[config.mk]
export PLATFORM = sky130hd
export DESIGN_NAME = seg_scan_ctrl
export DESIGN_NICKNAME = d
export VERILOG_FILES = /design/src/rtl/seg_scan_ctrl.sv
export SDC_FILE = /design/constraint.sdc
export NUM_CORES = 1
export LEC_CHECK = 0
export CAP_MARGIN = 20
export CORE_UTILIZATION = 55
export CTS_BUF_LIST = sky130_fd_sc_hd__clkbuf_4 sky130_fd_sc_hd__clkbuf_8
export DETAILED_ROUTE_END_ITERATION = 6
export PLACE_DENSITY = 0.83
export SLEW_MARGIN = 20
export SYNTH_ARGS = -nofsm -noshare
export SYNTH_HDL_FRONTEND = slang
export SYNTH_SLANG_ARGS = --single-unit
[constraint.sdc]
create_clock -name CLK -period 4.75 [get_ports CLK]
set_input_delay 0.475 -clock CLK [delete_from_list [all_inputs] [get_ports CLK]]
set_output_delay 0.475 -clock CLK [all_outputs]
set_load 0.01 [all_outputs]
[src/rtl/seg_scan_ctrl.sv]
// Scan controller for a 4-digit 8-segment display: latches content through a LOAD strobe,
// applies it only at frame boundaries, and drives DIGIT/SEG with a blank gap between digits.
module seg_scan_ctrl #(
  parameter int CLK_DIV          = 50000,
  parameter int BLANK_CYCLES     = 64,
  parameter bit SEG_ACTIVE_LOW   = 1'b1,
  parameter bit DIGIT_ACTIVE_LOW = 1'b1
) (
  input  logic        CLK,
  input  logic        RST,
  input  logic [15:0] VALUE,
  input  logic [3:0]  DP,
  input  logic [3:0]  MASK,
  input  logic        LOAD,
  output logic        PENDING,
  output logic        FRAME,
  output logic [7:0]  SEG,
  output logic [3:0]  DIGIT
);

  localparam int CMAX = (CLK_DIV > BLANK_CYCLES) ? CLK_DIV : BLANK_CYCLES;
  localparam int CW   = (CMAX > 1) ? $clog2(CMAX) : 1;
  localparam logic [CW-1:0] DRV_LAST = CW'(CLK_DIV - 1);
  localparam logic [CW-1:0] BLK_LAST = (BLANK_CYCLES > 0) ? CW'(BLANK_CYCLES - 1) : {CW{1'b0}};
  localparam logic [7:0] SEG_OFF = SEG_ACTIVE_LOW ? 8'hFF : 8'h00;
  localparam logic [3:0] DIG_OFF = DIGIT_ACTIVE_LOW ? 4'hF : 4'h0;

  typedef enum logic {BLANK, DRIVE} state_t;

  state_t        state, state_nxt;
  logic [CW-1:0] cnt, cnt_nxt;
  logic [1:0]    idx, idx_nxt;
  logic          wrap, apply;

  logic [15:0] act_value, pend_value, act_value_nxt;
  logic [3:0]  act_dp, pend_dp, act_dp_nxt;
  logic [3:0]  act_mask, pend_mask, act_mask_nxt;

  logic [7:0] seg_lit, seg_nxt;
  logic [3:0] dig_on, dig_nxt;

  function automatic logic [6:0] hex7(input logic [3:0] h);
    case (h)
      4'h0: hex7 = 7'h3F;  4'h1: hex7 = 7'h06;  4'h2: hex7 = 7'h5B;  4'h3: hex7 = 7'h4F;
      4'h4: hex7 = 7'h66;  4'h5: hex7 = 7'h6D;  4'h6: hex7 = 7'h7D;  4'h7: hex7 = 7'h07;
      4'h8: hex7 = 7'h7F;  4'h9: hex7 = 7'h6F;  4'hA: hex7 = 7'h77;  4'hB: hex7 = 7'h7C;
      4'hC: hex7 = 7'h39;  4'hD: hex7 = 7'h5E;  4'hE: hex7 = 7'h79;  default: hex7 = 7'h71;
    endcase
  endfunction

  always_comb begin
    state_nxt = state;
    cnt_nxt   = cnt + CW'(1);
    idx_nxt   = idx;
    wrap      = 1'b0;
    case (state)
      BLANK: begin
        // With no blank gap this state only occurs once, right after reset.
        if (BLANK_CYCLES == 0 || cnt == BLK_LAST) begin
          state_nxt = DRIVE;
          cnt_nxt   = '0;
        end
      end
      DRIVE: begin
        if (cnt == DRV_LAST) begin
          cnt_nxt   = '0;
          idx_nxt   = idx + 2'd1;
          wrap      = (idx == 2'd3);
          state_nxt = (BLANK_CYCLES == 0) ? DRIVE : BLANK;
        end
      end
      default: state_nxt = BLANK;
    endcase

    apply         = wrap && PENDING;
    act_value_nxt = apply ? pend_value : act_value;
    act_dp_nxt    = apply ? pend_dp    : act_dp;
    act_mask_nxt  = apply ? pend_mask  : act_mask;

    // Outputs are computed from the next state and next active content so they
    // change on the same edge that enters the state.
    seg_lit = 8'h00;
    dig_on  = 4'h0;
    if (state_nxt == DRIVE && act_mask_nxt[idx_nxt]) begin
      dig_on  = 4'b0001 << idx_nxt;
      seg_lit = {act_dp_nxt[idx_nxt], hex7(act_value_nxt[idx_nxt*4 +: 4])};
    end
    seg_nxt = SEG_ACTIVE_LOW   ? ~seg_lit : seg_lit;
    dig_nxt = DIGIT_ACTIVE_LOW ? ~dig_on  : dig_on;
  end

  always_ff @(posedge CLK or posedge RST) begin
    if (RST) begin
      state      <= BLANK;
      cnt        <= '0;
      idx        <= 2'd0;
      act_value  <= 16'h0000;
      act_dp     <= 4'h0;
      act_mask   <= 4'h0;
      pend_value <= 16'h0000;
      pend_dp    <= 4'h0;
      pend_mask  <= 4'h0;
      PENDING    <= 1'b0;
      FRAME      <= 1'b0;
      SEG        <= SEG_OFF;
      DIGIT      <= DIG_OFF;
    end else begin
      state     <= state_nxt;
      cnt       <= cnt_nxt;
      idx       <= idx_nxt;
      act_value <= act_value_nxt;
      act_dp    <= act_dp_nxt;
      act_mask  <= act_mask_nxt;
      if (LOAD) begin
        pend_value <= VALUE;
        pend_dp    <= DP;
        pend_mask  <= MASK;
      end
      // A LOAD on the apply edge keeps PENDING set for the newly captured content.
      if (LOAD)
        PENDING <= 1'b1;
      else if (wrap)
        PENDING <= 1'b0;
      FRAME <= wrap;
      SEG   <= seg_nxt;
      DIGIT <= dig_nxt;
    end
  end

endmodule

-- Word level (Yosys, flattened, before mapping)
Memories as Yosys holds them, arrays and structs flattened.
Cells that the tools add are included.
- reductions and logical operators: 3
- multiply operators: 0
- muxes and demuxes: 21
- equality and inequality tests: 3
- magnitude comparators: 1
- shifts and indexed selects: 2
- $add $sub $neg: 2
- bitwise gates (word level): 3
- div/mod/pow operators: 0
- operators with widths (kind ; number):
    two-way mux 16 bit ; 3
    one-hot mux 16 bit (2 select lines) ; 1
    adder 16 x 1 -> 16 bit (second input constant) ; 1
    equality test 16 bit (second input constant) ; 1
    equality test 16 x 6 -> 1 bit (second input constant) ; 1
    variable part select 16 x 5 -> 4 bit ; 1
    two-way mux 4 bit ; 3
    two-way mux 1 bit ; 8
    two-way mux 8 bit ; 1
    inverter 8 bit ; 1
    binary-select mux 1 bit (select 2 bit) ; 2
    two-way mux 2 bit ; 2
    inverter 4 bit ; 1
    left shift 1 x 2 -> 4 bit (first input constant) ; 1
    < comparator 2 x 3 -> 1 bit (second input constant) ; 1
    adder 2 x 1 -> 2 bit (second input constant) ; 1
    equality test 2 bit (second input constant) ; 1
    logical AND 1 bit ; 2
    one-hot mux 1 bit (2 select lines) ; 1
    nonzero test 2 bit ; 1
    inverter 1 bit ; 1
- RAM bits: 0
- flip-flop bits (word level): 81
- memory bits (read-only): 112
- output and inout port bits: 14
- memories: 1
- latch bits: 0
- memory list (name ; depth ; bits a word ; rd ports ; clocked after memory_dff ; wr ports ; RTL line ; text):
    (no name shown) ; 16 ; 7 ; 1 ; 0 ; 0 ; 43 ; case (h)

-- Longest topological paths before layout
Gate-level depths: netlist of run 1.
- depth in word-level cells: 10
- depth in mapped cells: 14

-- Worst setup path after synthesis of run 1
No wires, ideal clock.
- kind: register to register
- start point: register cnt[12]
- end point: register SEG[3]
- stages on the path, launching flop included: 15
- setup time: 98 ps
- arrival time: 3363 ps
- setup slack: 1289 ps
- period minus slack after synthesis: 3461 ps
- cells stage by stage: dfrtp_1 > clkbuf_1 > nor4bb_1 > and4_1 > clkbuf_1 > nand2_1 > clkbuf_1 > mux2_2 > mux2i_1 > mux2_2 > inv_1 > ha_1 > or4_1 > a211oi_1 > a31oi_1
- elaborated cells on any way between the ends: 19
- RTL lines (item ; RTL line ; text):
    from (decl) ; 31 ; logic [CW-1:0] cnt, cnt_nxt;
    from (signal assigned) ; 109 ; cnt <= cnt_nxt;
    equality test 16 bit ; 65 ; if (cnt == DRV_LAST) begin
    two-way mux 1 bit ; 65 ;
    two-way mux 1 bit ; 56 ; case (state)
    logical AND 1 bit ; 75 ; apply = wrap && PENDING;
    two-way mux 16 bit ; 76 ; act_value_nxt = apply ? pend_value : act_value;
    net act_value_nxt[12] ; 35 ; logic [15:0] act_value, pend_value, act_value_nxt;
    variable part select 16 x 5 -> 4 bit ; 86 ; seg_lit = {act_dp_nxt[idx_nxt], hex7(act_value_nxt[idx_nxt*4 +: 4])};
    memory (16 x 7 bit) ; -- ;
    two-way mux 8 bit ; 84 ; if (state_nxt == DRIVE && act_mask_nxt[idx_nxt]) begin
    inverter 8 bit ; 88 ; seg_nxt = SEG_ACTIVE_LOW ? ~seg_lit : seg_lit;
    net seg_nxt[3] ; 39 ; logic [7:0] seg_lit, seg_nxt;
    to (signal assigned) ; 125 ; SEG <= seg_nxt;
    to (decl) ; 17 ; output logic [7:0] SEG,
The timed path passes the listed nets, and every way through them passes these cells. The select of a mux whose other input is x is not followed.
A chain may end at the register's enable or synchronous reset.

-- Worst setup path in the final report of run 1
Same ends and word-level chain as after synthesis.

==> results of run 1 <==
==> area by class of cell <==
cell class,instances,area (um2),share of cell area (%)
multi-input combinational,231,1740,38.1
inverter,17,63.8,1.40
sequential,81,2040,44.7
timing repair buffer,42,410,8.99
clock buffer,10,138,3.02
tap,96,120,2.63
clock inverter,6,50.0,1.10
==> registers in the layout (all words and copies together), names as in the netlist, 2 cells and up <==
| register | flops |
|---|---|
| act_dp | 4 |
| SEG | 8 |
| idx | 2 |
| act_value | 16 |
| act_mask | 4 |
| DIGIT | 4 |
| pend_dp | 4 |
| cnt | 16 |
| pend_mask | 4 |
| pend_value | 16 |
==> power by group through the flow <==
| stage | registers (mW) | logic, mW | clock network, mW |
|---|---|---|---|
| 2_1_floorplan | 0.731 | 0.0349 | 0 |
| 3_3_place_gp | 0.736 | 0.0608 | 0 |
| 3_5_place_dp | 0.737 | 0.0635 | 0 |
| 4_1_cts | 0.724 | 0.0640 | 0.489 |
| 5_1_grt | 0.727 | 0.0680 | 0.520 |
| 6_report | 0.724 | 0.0614 | 0.481 |
==> layer usage <==
metal | global-route usage (%) | share of wire [%] | vias up
met1 | 32.5 | 45 | 1380
met4 | 11.1 | 2.7 | 0
met3 | 4.14 | 3.8 | 20
met5 | 0 | 0 | -
met2 | 38.1 | 49 | 83
li1 | - | - | 1299
==> cells by family (layout without fill, tap and decap cells) <==
kind of cell               after synthesis  in the layout  share of synthesized area (%)
AOI/OAI and AO/OA                       47             47                           9.09
DFF                                     81             81                           52.6
adders and majority gates                8              8                           2.58
muxes                                   52             52                           14.8
and+or+nand+nor                        108            108                           14.5
buffers and inverters                   28             75                           2.71
xor gates and xnor gates                16             16                           3.61
==> layout by cell type, fill, tap and decap left out, types with 4 or more instances in the layout <==
| cell | n |
|---|---|
| a211oi_1 | 4 |
| a21oi_1 | 5 |
| and3_1 | 5 |
| clkbuf_8 | 10 |
| clkdlybuf4s50_1 | 39 |
| dfrtp_1 | 69 |
| dfstp_2 | 12 |
| ha_1 | 8 |
| inv_1 | 14 |
| mux2_2 | 37 |
| mux2i_1 | 13 |
| nand2_1 | 36 |
| nand3_1 | 17 |
| nand4_1 | 5 |
| nor2_1 | 17 |
| o21ai_0 | 11 |
| or3_1 | 5 |
| xnor2_1 | 7 |
| xor2_1 | 9 |
==> per-stage QoR <==
stage	area, um2	setup WS (ns)	utilization (%)	power (mW)	cells
global placement	4380	1.09	64.5	0.797	467
finish	4560	0.919	67.2	1.27	483
global route	4560	0.567	67.2	1.31	483
CTS	4570	0.906	67.3	1.28	483
floorplan	3880	1.29	-	0.766	340
detailed placement	4380	0.891	64.5	0.800	467
==> critical path, stage by stage (launching register included) <==
cell and delay [ns]:
dfrtp_1 0.46, nor4bb_1 0.37, and4_1 0.42, nand2_1 0.44
mux2_2 0.44, mux2i_1 0.13, mux2_2 0.25, inv_1 0.10
ha_1 0.23, or4_1 0.54, a211oi_1 0.26, a31oi_1 0.08
==> worst paths after layout <==
check	depth (start not counted)	slack [ns]	to
setup / recovery	11	0.92	SEG[3]$_DFF_PP1_
hold / removal	1	0.47	cnt[0]$_DFF_PP0_
setup reg to reg	11	0.92	SEG[3]$_DFF_PP1_
hold reg to reg	1	0.47	cnt[0]$_DFF_PP0_
max in group asynchronous	3	3.10	DIGIT[1]$_DFF_PP1_
min in group asynchronous	2	0.64	cnt[3]$_DFF_PP0_
==> results.py, run 1 <==
metrics = {
    "clock_network": {
        "cts_hold_buf": 0,
        "cts_root_buf": "clkbuf_8",
        "clk_path_buf_depth": 2,
        "h-tree-depth": 3,
        "clock-sinks": 81,
        "post_cts_resize_count": 0,
        "numCtsBuffers": 9,
        "clock_tree_from_tritoncts": "built",
        "clkLatencyLatePin_ns": 0.37,
        "postCtsSetupBuffers": 0,
        "clock_edge_transition_at_the_registers_on_the_reported_setup_and_hold_paths_ns": 0.09,
    },
    "synthesis": {
        "synth_sequential_area_ratio_pct": 52.6,
        "netlist.area_leader.share_pct": 44.5,
        "syn_area_per_cell_um2": 11.4,
        "yosysWarnings": 0,
        "synth.area.top_cells": "dfrtp_1, mux2_2, dfstp_2",
        "synth_seq_cells": 81,
        "synth_cells": 340,
        "synth_enable_flop_cells": 0,
        "library_cells_used_by_synthesis": 57,
        "asyncSetResetFlopFracSynth_pct": 100,
        "syn_nets": 375,
        "library_cell_with_the_largest_summed_area_after_synthesis": "dfrtp_1",
        "post-synth-top-count-cell": "dfrtp_1",
        "synth.top_cells.by_count": "dfrtp_1, mux2_2, nand2_1, nand3_1, nor2_1",
        "synthFlopType": "dfrtp_1",
        "netlist_area_mm2": 0.00388,
    },
    "drt": {
        "drt_iter0_markers": 151,
        "dr_total_vias": 2782,
        "first_pass_iters": 4,
        "antenna_violating_nets_post_route": 0,
        "postRouteWirelength_um": 7960,
        "drt-wirelength-per-cell_um": 16.5,
        "vias_per_cell": 5.76,
        "drc": 0,
    },
    "floorplan": {
        "starting_density_of_the_core_pct": 57.1,
        "rows": 30,
        "die-width_um": 86.0,
        "dieHeight_um": 86.0,
        "design.portCount": 41,
        "placeableCoreArea_mm2": 0.00679,
        "die-area_mm2": 0.00739,
    },
    "worst_setup_path": {
        "timing.critical_path.to_type": "flop",
        "cp_data_arrival_time_ns": 4.10,
        "r2r-start": "cnt[12]$_DFF_PP0_",
        "timing.setup.critical_path_class": "reg2reg",
        "critPathLaunchType": "flop",
        "critPathMaxFanout": 16,
        "worstSetupStartpoint": "cnt[12]$_DFF_PP0_",
        "worst_path_required_time_ns": 5.02,
    },
    "sta": {
        "final-setup-viol-count": 0,
        "worst-slew-pin-transition_ns": 0.931,
        "hold_viol_final": 0,
        "rsz0062_at_grt": "no",
        "period_share_pct": 80.6,
        "period_needed_ns": 3.83,
        "timing.setup.tns_ns": 0,
        "final_max_slew_viol_count": 0,
        "skew_ns": 0.0104,
        "worst_hold_slack_ns": 0.468,
        "maxClockFrequency_mhz": 261,
        "timing.max_slew.rel_slack_pct": 37.3,
    },
    "pwr": {
        "vdd_drop_max_mv": 0.190,
        "internal-power_mw": 0.958,
        "net_switching_power_of_the_design_mw": 0.309,
        "power_frac_clock_pct": 38.0,
        "netSwitchingFraction_pct": 24.4,
        "powerDensity_mw_per_mm2": 278,
        "power.leakage_nw": 2.03,
        "p_seq_share_pct": 57.2,
        "share_comb_of_total_power_pct": 4.8,
    },
    "global_route": {
        "globalRouteOverflowTotal": 0,
        "gr-usage-all-layers_pct": 24.0,
        "grt_pass1_vias": 2760,
        "grt_start_max_net_pins": 48,
        "grt_pass1_wl_um": 13500,
        "grt_antenna_before_repair": 0,
    },
    "finish": {
        "nets": 417,
        "layout-drive-gt1-share_pct": 22.0,
        "fillCellCount": 540,
        "areaGrowthSynthToFinish_pct": 17.6,
        "diodes": 0,
    },
    "placement": {
        "io_buffers": 40,
        "finalWeightedCongestion": 0.893,
        "placed_wire_length_estimate_after_detailed_placement_um": 5610,
    },
    "flow_run": {
        "drv_cap": 0,
    },
    "min_path": {
        "hp-class": "reg2reg",
        "holdCritStartpoint": "cnt[0]$_DFF_PP0_",
    },
    "outcome": {
        "result_of_the_run": "complete, no violations",
    },
}
Note: power is estimated with default switching activity, not from simulation.
==> run 2: changes to the inputs <==
==> constraint.sdc (replaced) <==
create_clock -name CLK -period 3.93 [get_ports CLK]
set_input_delay 0.393 -clock CLK [delete_from_list [all_inputs] [get_ports CLK]]
set_output_delay 0.393 -clock CLK [all_outputs]
set_load 0.01 [all_outputs]
==> run 2 against run 1 <==
- critical path type unchanged
- die area is the same
- combinational power grew 21%
- wire length is 6.4% lower
- register-to-register slack got worse by 0.63 ns
- cell count increased by 1.0%
- largest cell class unchanged
- clock skew shrank 0.0028 ns
- sequential share of layout area fell by 0.45 points
- highest routed layer unchanged
- critical path depth unchanged
==> results.py, run 2 (synthesized netlist as in run 1, its figures left out) <==
metrics = {
    "worst_setup_path": {
        "critical-path-slowest-cell": "or4_1",
        "timing.setup.critical_path_class": "reg2reg",
        "critical_path_buf_inv_count": 1,
        "worst_r2r_path_depth": 11,
        "critical_path.reg2reg.endpoint": "SEG[3]$_DFF_PP1_",
        "timing.critical_path.to_type": "flop",
        "critPathLaunchType": "flop",
        "critical_path.cell_chain": "or3_1 > or4_4 > or3_4 > nand2_2 > a21boi_4 > mux2_2 > inv_1 > ha_1 > or4_1 > a211oi_1 > a31oi_1",
        "critPathMaxStageDelay_ns": 0.55,
        "cp_data_arrival_time_ns": 3.89,
        "r2r-start": "cnt[11]$_DFF_PP0_",
        "r2r_slack_ns": 0.29,
        "worst_path_required_time_ns": 4.18,
        "critPathMaxFanout": 6,
        "critPathTopFamily": "simple AND/OR/NAND/NOR gates",
    },
    "finish": {
        "final_common_cell": "dfrtp_1",
        "nets": 422,
        "diodes": 0,
        "finish.instance_area_mm2": 0.00461,
        "layout-drive-gt1-share_pct": 23.0,
        "final_util_pct": 67.9,
        "areaGrowthSynthToFinish_pct": 18.8,
        "largestRegisters": "act_value: 16 flops, cnt: 16 flops, pend_value: 16 flops",
        "highest_count_cells_in_the_layout_ignoring_fill_and_taps": "dfrtp_1, clkdlybuf4s50_1, mux2_2, nand2_1",
    },
    "clock_network": {
        "cts_root_buf": "clkbuf_8",
        "h-tree-depth": 3,
        "clock-sinks": 81,
        "clock_edge_transition_at_the_registers_on_the_reported_setup_and_hold_paths_ns": 0.08,
        "clk_path_buf_depth": 2,
        "clkLatencyLatePin_ns": 0.36,
        "cts_hold_buf": 0,
        "numCtsBuffers": 9,
        "postCtsSetupBuffers": 0,
        "post_cts_resize_count": 0,
        "clock_tree_from_tritoncts": "built",
    },
    "drt": {
        "drt-wirelength-per-cell_um": 15.3,
        "postRouteWirelength_um": 7440,
        "first_pass_iters": 4,
        "dr_total_vias": 2713,
        "antenna_violating_nets_post_route": 0,
        "drc": 0,
        "drt_iter0_markers": 205,
        "vias_per_cell": 5.56,
    },
    "pwr": {
        "vdd_drop_max_mv": 0.302,
        "powerDensity_mw_per_mm2": 336,
        "power.leakage_nw": 2.06,
        "p_total_mw": 1.55,
    },
    "sta": {
        "timing.max_slew.rel_slack_pct": 41.1,
        "timing.setup.tns_ns": 0,
        "period_share_pct": 92.5,
        "final_max_slew_viol_count": 0,
        "rsz0062_at_grt": "no",
        "skew_ns": 0.00759,
        "hold_viol_final": 0,
        "worst-slew-pin-transition_ns": 0.874,
        "final-setup-viol-count": 0,
        "maxClockFrequency_mhz": 275,
        "worst_hold_slack_ns": 0.424,
        "period_needed_ns": 3.64,
    },
    "global_route": {
        "gr-usage-met2_pct": 35.9,
        "grt_start_max_net_pins": 31,
        "grtUsageMet3_pct": 6.45,
        "globalRouteOverflowTotal": 0,
        "grt_pass1_vias": 2689,
        "met1_usage_pct": 30.9,
        "grt_most_used_layer": "met2",
        "gr-usage-all-layers_pct": 23.0,
        "grt_antenna_before_repair": 0,
        "grt_pass1_wl_um": 12800,
    },
    "floorplan": {
        "rows": 30,
        "dieHeight_um": 86.0,
        "placeableCoreArea_mm2": 0.00679,
        "die-width_um": 86.0,
        "starting_density_of_the_core_pct": 57.1,
        "die-area_mm2": 0.00739,
        "design.portCount": 41,
    },
    "placement": {
        "finalWeightedCongestion": 0.924,
        "placed_cell_area_mm2": 0.00442,
        "io_buffers": 40,
        "placed_wire_length_estimate_after_detailed_placement_um": 5460,
    },
    "outcome": {
        "result_of_the_run": "complete, no violations",
    },
    "flow_run": {
        "drv_cap": 0,
    },
    "min_path": {
        "hp-class": "in2async",
    },
}
run 2: cell types whose count changed in the layout (fill, tap and decap cells not counted), sizes merged:
cell | previous run | this run
clkbuf | 10 | 11
buf | 3 | 8
clkinv | 2 | 1
clkinvlp | 1 | 3
inv | 20 | 17
bufinv | 0 | 1
run 2: metal layers:
layer | wire length (um) | part of all wire [%]
met1 | 3510 | 47
met2 | 3530 | 47
met5 | 0 | 0
met3 | 291 | 3.9
met4 | 107 | 1.4
run 2: stage by stage:
stage	setup slack [ns]	instances
global route	0.0297	488
floorplan	0.469	340
finish	0.294	488
global placement	0.413	472
CTS	0.292	488
detailed placement	0.310	472
run 2: worst max path at each step:
| stage | start | endpoint | slack (ns) | cells after the start |
|---|---|---|---|---|
| floorplan | cnt[12]$_DFF_PP0_ | SEG[3]$_DFF_PP1_ | 0.47 | 14 |
| global placement | cnt[11]$_DFF_PP0_ | SEG[3]$_DFF_PP1_ | 0.41 | 11 |
| CTS | cnt[11]$_DFF_PP0_ | SEG[3]$_DFF_PP1_ | 0.29 | 11 |
| global route | cnt[12]$_DFF_PP0_ | SEG[3]$_DFF_PP1_ | 0.03 | 12 |
| finish | cnt[11]$_DFF_PP0_ | SEG[3]$_DFF_PP1_ | 0.29 | 11 |
| detailed placement | cnt[11]$_DFF_PP0_ | SEG[3]$_DFF_PP1_ | 0.31 | 11 |
run 2: power by group:
group          total (mW)  switching (mW)  internal [mW]
combinational      0.0745          0.0298         0.0447
sequential          0.874          0.0157          0.858
clock               0.603           0.297          0.306
total                1.55           0.342           1.21
run 2: area by class of cell:
type / instances / area [um2]
fillers: 501 / 2180
flip-flops and latches: 81 / 2040
multi-input cells: 231 / 1740
repair buffers: 47 / 448
clock buffers: 11 / 139
well taps: 96 / 120
inverters: 17 / 63.8
clock inverters: 5 / 57.6
==> run 3: changes to the inputs <==
--- a/config.mk
+++ b/config.mk
@@ -6,6 +6,7 @@
 export NUM_CORES = 1
 export LEC_CHECK = 0
 export CAP_MARGIN = 20
+export CORE_ASPECT_RATIO = 1.4
 export CORE_UTILIZATION = 55
 export CTS_BUF_LIST = sky130_fd_sc_hd__clkbuf_4 sky130_fd_sc_hd__clkbuf_8
 export DETAILED_ROUTE_END_ITERATION = 6
==> run 3 against run 2 <==
- count of clock-buffer cells in the layout is the same
- cell area is essentially flat
- worst setup slack lost 0.13 ns
- wire length grew 4.7%
- critical endpoint unchanged
- sequential power is essentially flat
- via count grew 2.1%
- register-to-register slack lost 0.13 ns
- hold slack gained 0.039 ns
- combinational power grew 0.9%
==> results.py, run 3 (synthesized netlist as in run 1, its figures left out) <==
metrics = {
    "sta": {
        "worst-slew-pin-transition_ns": 0.896,
        "final_max_slew_viol_count": 0,
        "timing.setup.tns_ns": 0,
        "worst_hold_slack_ns": 0.463,
        "rsz0062_at_grt": "no",
        "skew_ns": 0.0140,
        "timing.max_slew.rel_slack_pct": 40.3,
        "period_needed_ns": 3.77,
        "maxClockFrequency_mhz": 266,
        "period_share_pct": 95.8,
        "final-setup-viol-count": 0,
        "post_route_setup_slack_ns": 0.165,
        "hold_viol_final": 0,
    },
    "global_route": {
        "gr-usage-all-layers_pct": 24.4,
        "globalRouteOverflowTotal": 0,
        "grt_start_max_net_pins": 48,
        "grt_pass1_vias": 2855,
        "grt_antenna_before_repair": 0,
        "grt_pass1_wl_um": 13400,
    },
    "pwr": {
        "power.leakage_nw": 2.06,
        "vdd_drop_max_mv": 0.361,
        "powerDensity_mw_per_mm2": 335,
    },
    "finish": {
        "largestRegisters": "act_value: 16 flops, cnt: 16 flops, pend_value: 16 flops",
        "finish.instance_area_mm2": 0.00461,
        "nets": 422,
        "layout-drive-gt1-share_pct": 23.0,
        "final_common_cell": "dfrtp_1",
        "diodes": 0,
        "areaGrowthSynthToFinish_pct": 18.9,
        "highest_count_cells_in_the_layout_ignoring_fill_and_taps": "dfrtp_1, clkdlybuf4s50_1, mux2_2, nand2_1",
        "final_util_pct": 68.9,
    },
    "clock_network": {
        "clkLatencyLatePin_ns": 0.36,
        "clock-sinks": 81,
        "clk_path_buf_depth": 2,
        "clock_edge_transition_at_the_registers_on_the_reported_setup_and_hold_paths_ns": 0.09,
        "numCtsBuffers": 9,
        "clock_tree_from_tritoncts": "built",
        "cts_hold_buf": 0,
        "h-tree-depth": 3,
        "cts_root_buf": "clkbuf_8",
    },
    "drt": {
        "drc": 0,
        "postRouteWirelength_um": 7790,
        "dr_total_vias": 2771,
        "vias_per_cell": 5.73,
        "first_pass_iters": 4,
        "antenna_violating_nets_post_route": 0,
        "drt-wirelength-per-cell_um": 16.1,
        "drt_iter0_markers": 171,
    },
    "worst_setup_path": {
        "worstSetupStartpoint": "cnt[8]$_DFF_PP0_",
        "timing.critical_path.to": "SEG[3]$_DFF_PP1_",
        "r2r_slack_ns": 0.16,
        "critPathMaxStageDelay_ns": 0.55,
        "cp_data_arrival_time_ns": 4.02,
        "critical-path-slowest-cell": "or4_1",
        "worst_path_required_time_ns": 4.18,
        "timing.critical_path.to_type": "flop",
        "worst_r2r_path_depth": 13,
        "critPathMaxFanout": 8,
        "timing.setup.critical_path_class": "reg2reg",
        "r2r-start": "cnt[8]$_DFF_PP0_",
        "critPathLaunchType": "flop",
        "critical_path.cell_chain": "nor4bb_1 > and4_1 > nand2_1 > xnor2_1 > buf_4 > inv_2 > mux2i_1 > mux2_2 > inv_1 > ha_1 > or4_1 > a211oi_1 > a31oi_1",
        "critical_path.reg2reg.endpoint": "SEG[3]$_DFF_PP1_",
    },
    "min_path": {
        "hp-class": "in2async",
    },
    "placement": {
        "placed_cell_area_mm2": 0.00442,
        "io_buffers": 40,
        "setup_slack_after_placement_ns": 0.214,
        "finalWeightedCongestion": 0.942,
        "placed_wire_length_estimate_after_detailed_placement_um": 5770,
    },
    "floorplan": {
        "dieHeight_um": 101,
        "starting_density_of_the_core_pct": 57.9,
        "die-width_um": 73.0,
        "die-area_mm2": 0.00740,
        "design.portCount": 41,
        "rows": 35,
        "placeableCoreArea_mm2": 0.00670,
    },
    "outcome": {
        "result_of_the_run": "complete, no violations",
    },
    "flow_run": {
        "drv_cap": 0,
    },
}
-- run 3: cell type report --
cell class                 instances  area (um2)
clock buffer                      11         151
clock inverter                     5        45.0
sequential                        81        2040
timing repair buffer              47         460
inverter                          17        63.8
tap                               92         115
multi-input combinational        231        1740
fill                             521        2090
-- run 3: power breakdown --
part           total [mW]  switching (mW)  internal [mW]
Combinational      0.0752          0.0297         0.0455
Sequential          0.876          0.0178          0.858
Clock               0.593           0.318          0.275
-- run 3: per-layer routing --
| layer | share of wire (%) | GRT usage, % | wire length, um |
|---|---|---|---|
| met2 | 52 | 42.2 | 4030 |
| met5 | 0 | 0 | 0 |
| met4 | 3.6 | 11.0 | 280 |
| met1 | 41 | 28.5 | 3180 |
| met3 | 3.9 | 5.47 | 304 |
-- run 3: how the worst min path moves through the flow --
stage	cells after the start	slack (ns)	endpoint
floorplan	1	0.43	cnt[0]$_DFF_PP0_
global placement	1	0.45	cnt[0]$_DFF_PP0_
detailed placement	1	0.47	cnt[0]$_DFF_PP0_
CTS	1	0.48	cnt[0]$_DFF_PP0_
global route	1	0.49	cnt[0]$_DFF_PP0_
finish	2	0.46	pend_value[1]$_DFFE_PP0P_
-- run 3: through the flow --
stage	instances	power, mW
finish	484	1.54
CTS	484	1.56
floorplan	340	0.925
global route	484	1.60
global placement	468	0.967
detailed placement	468	0.971
-- run 3: what timing repair did --
item / CTS / global route
setup endpoints to repair: 0 / 2
gates resized for setup: 0 / 1
buffers inserted: 0 / 0
-- run 3: worst max-delay path: cells and delay by family (launching register included) --
family          cells  cell delay, ns
flops               1            0.47
xor+xnor            1            0.16
buf+inv             3            0.39
compound gates      2            0.32
fa+ha+maj           1            0.22
simple gates        4            1.57
mux                 2            0.52
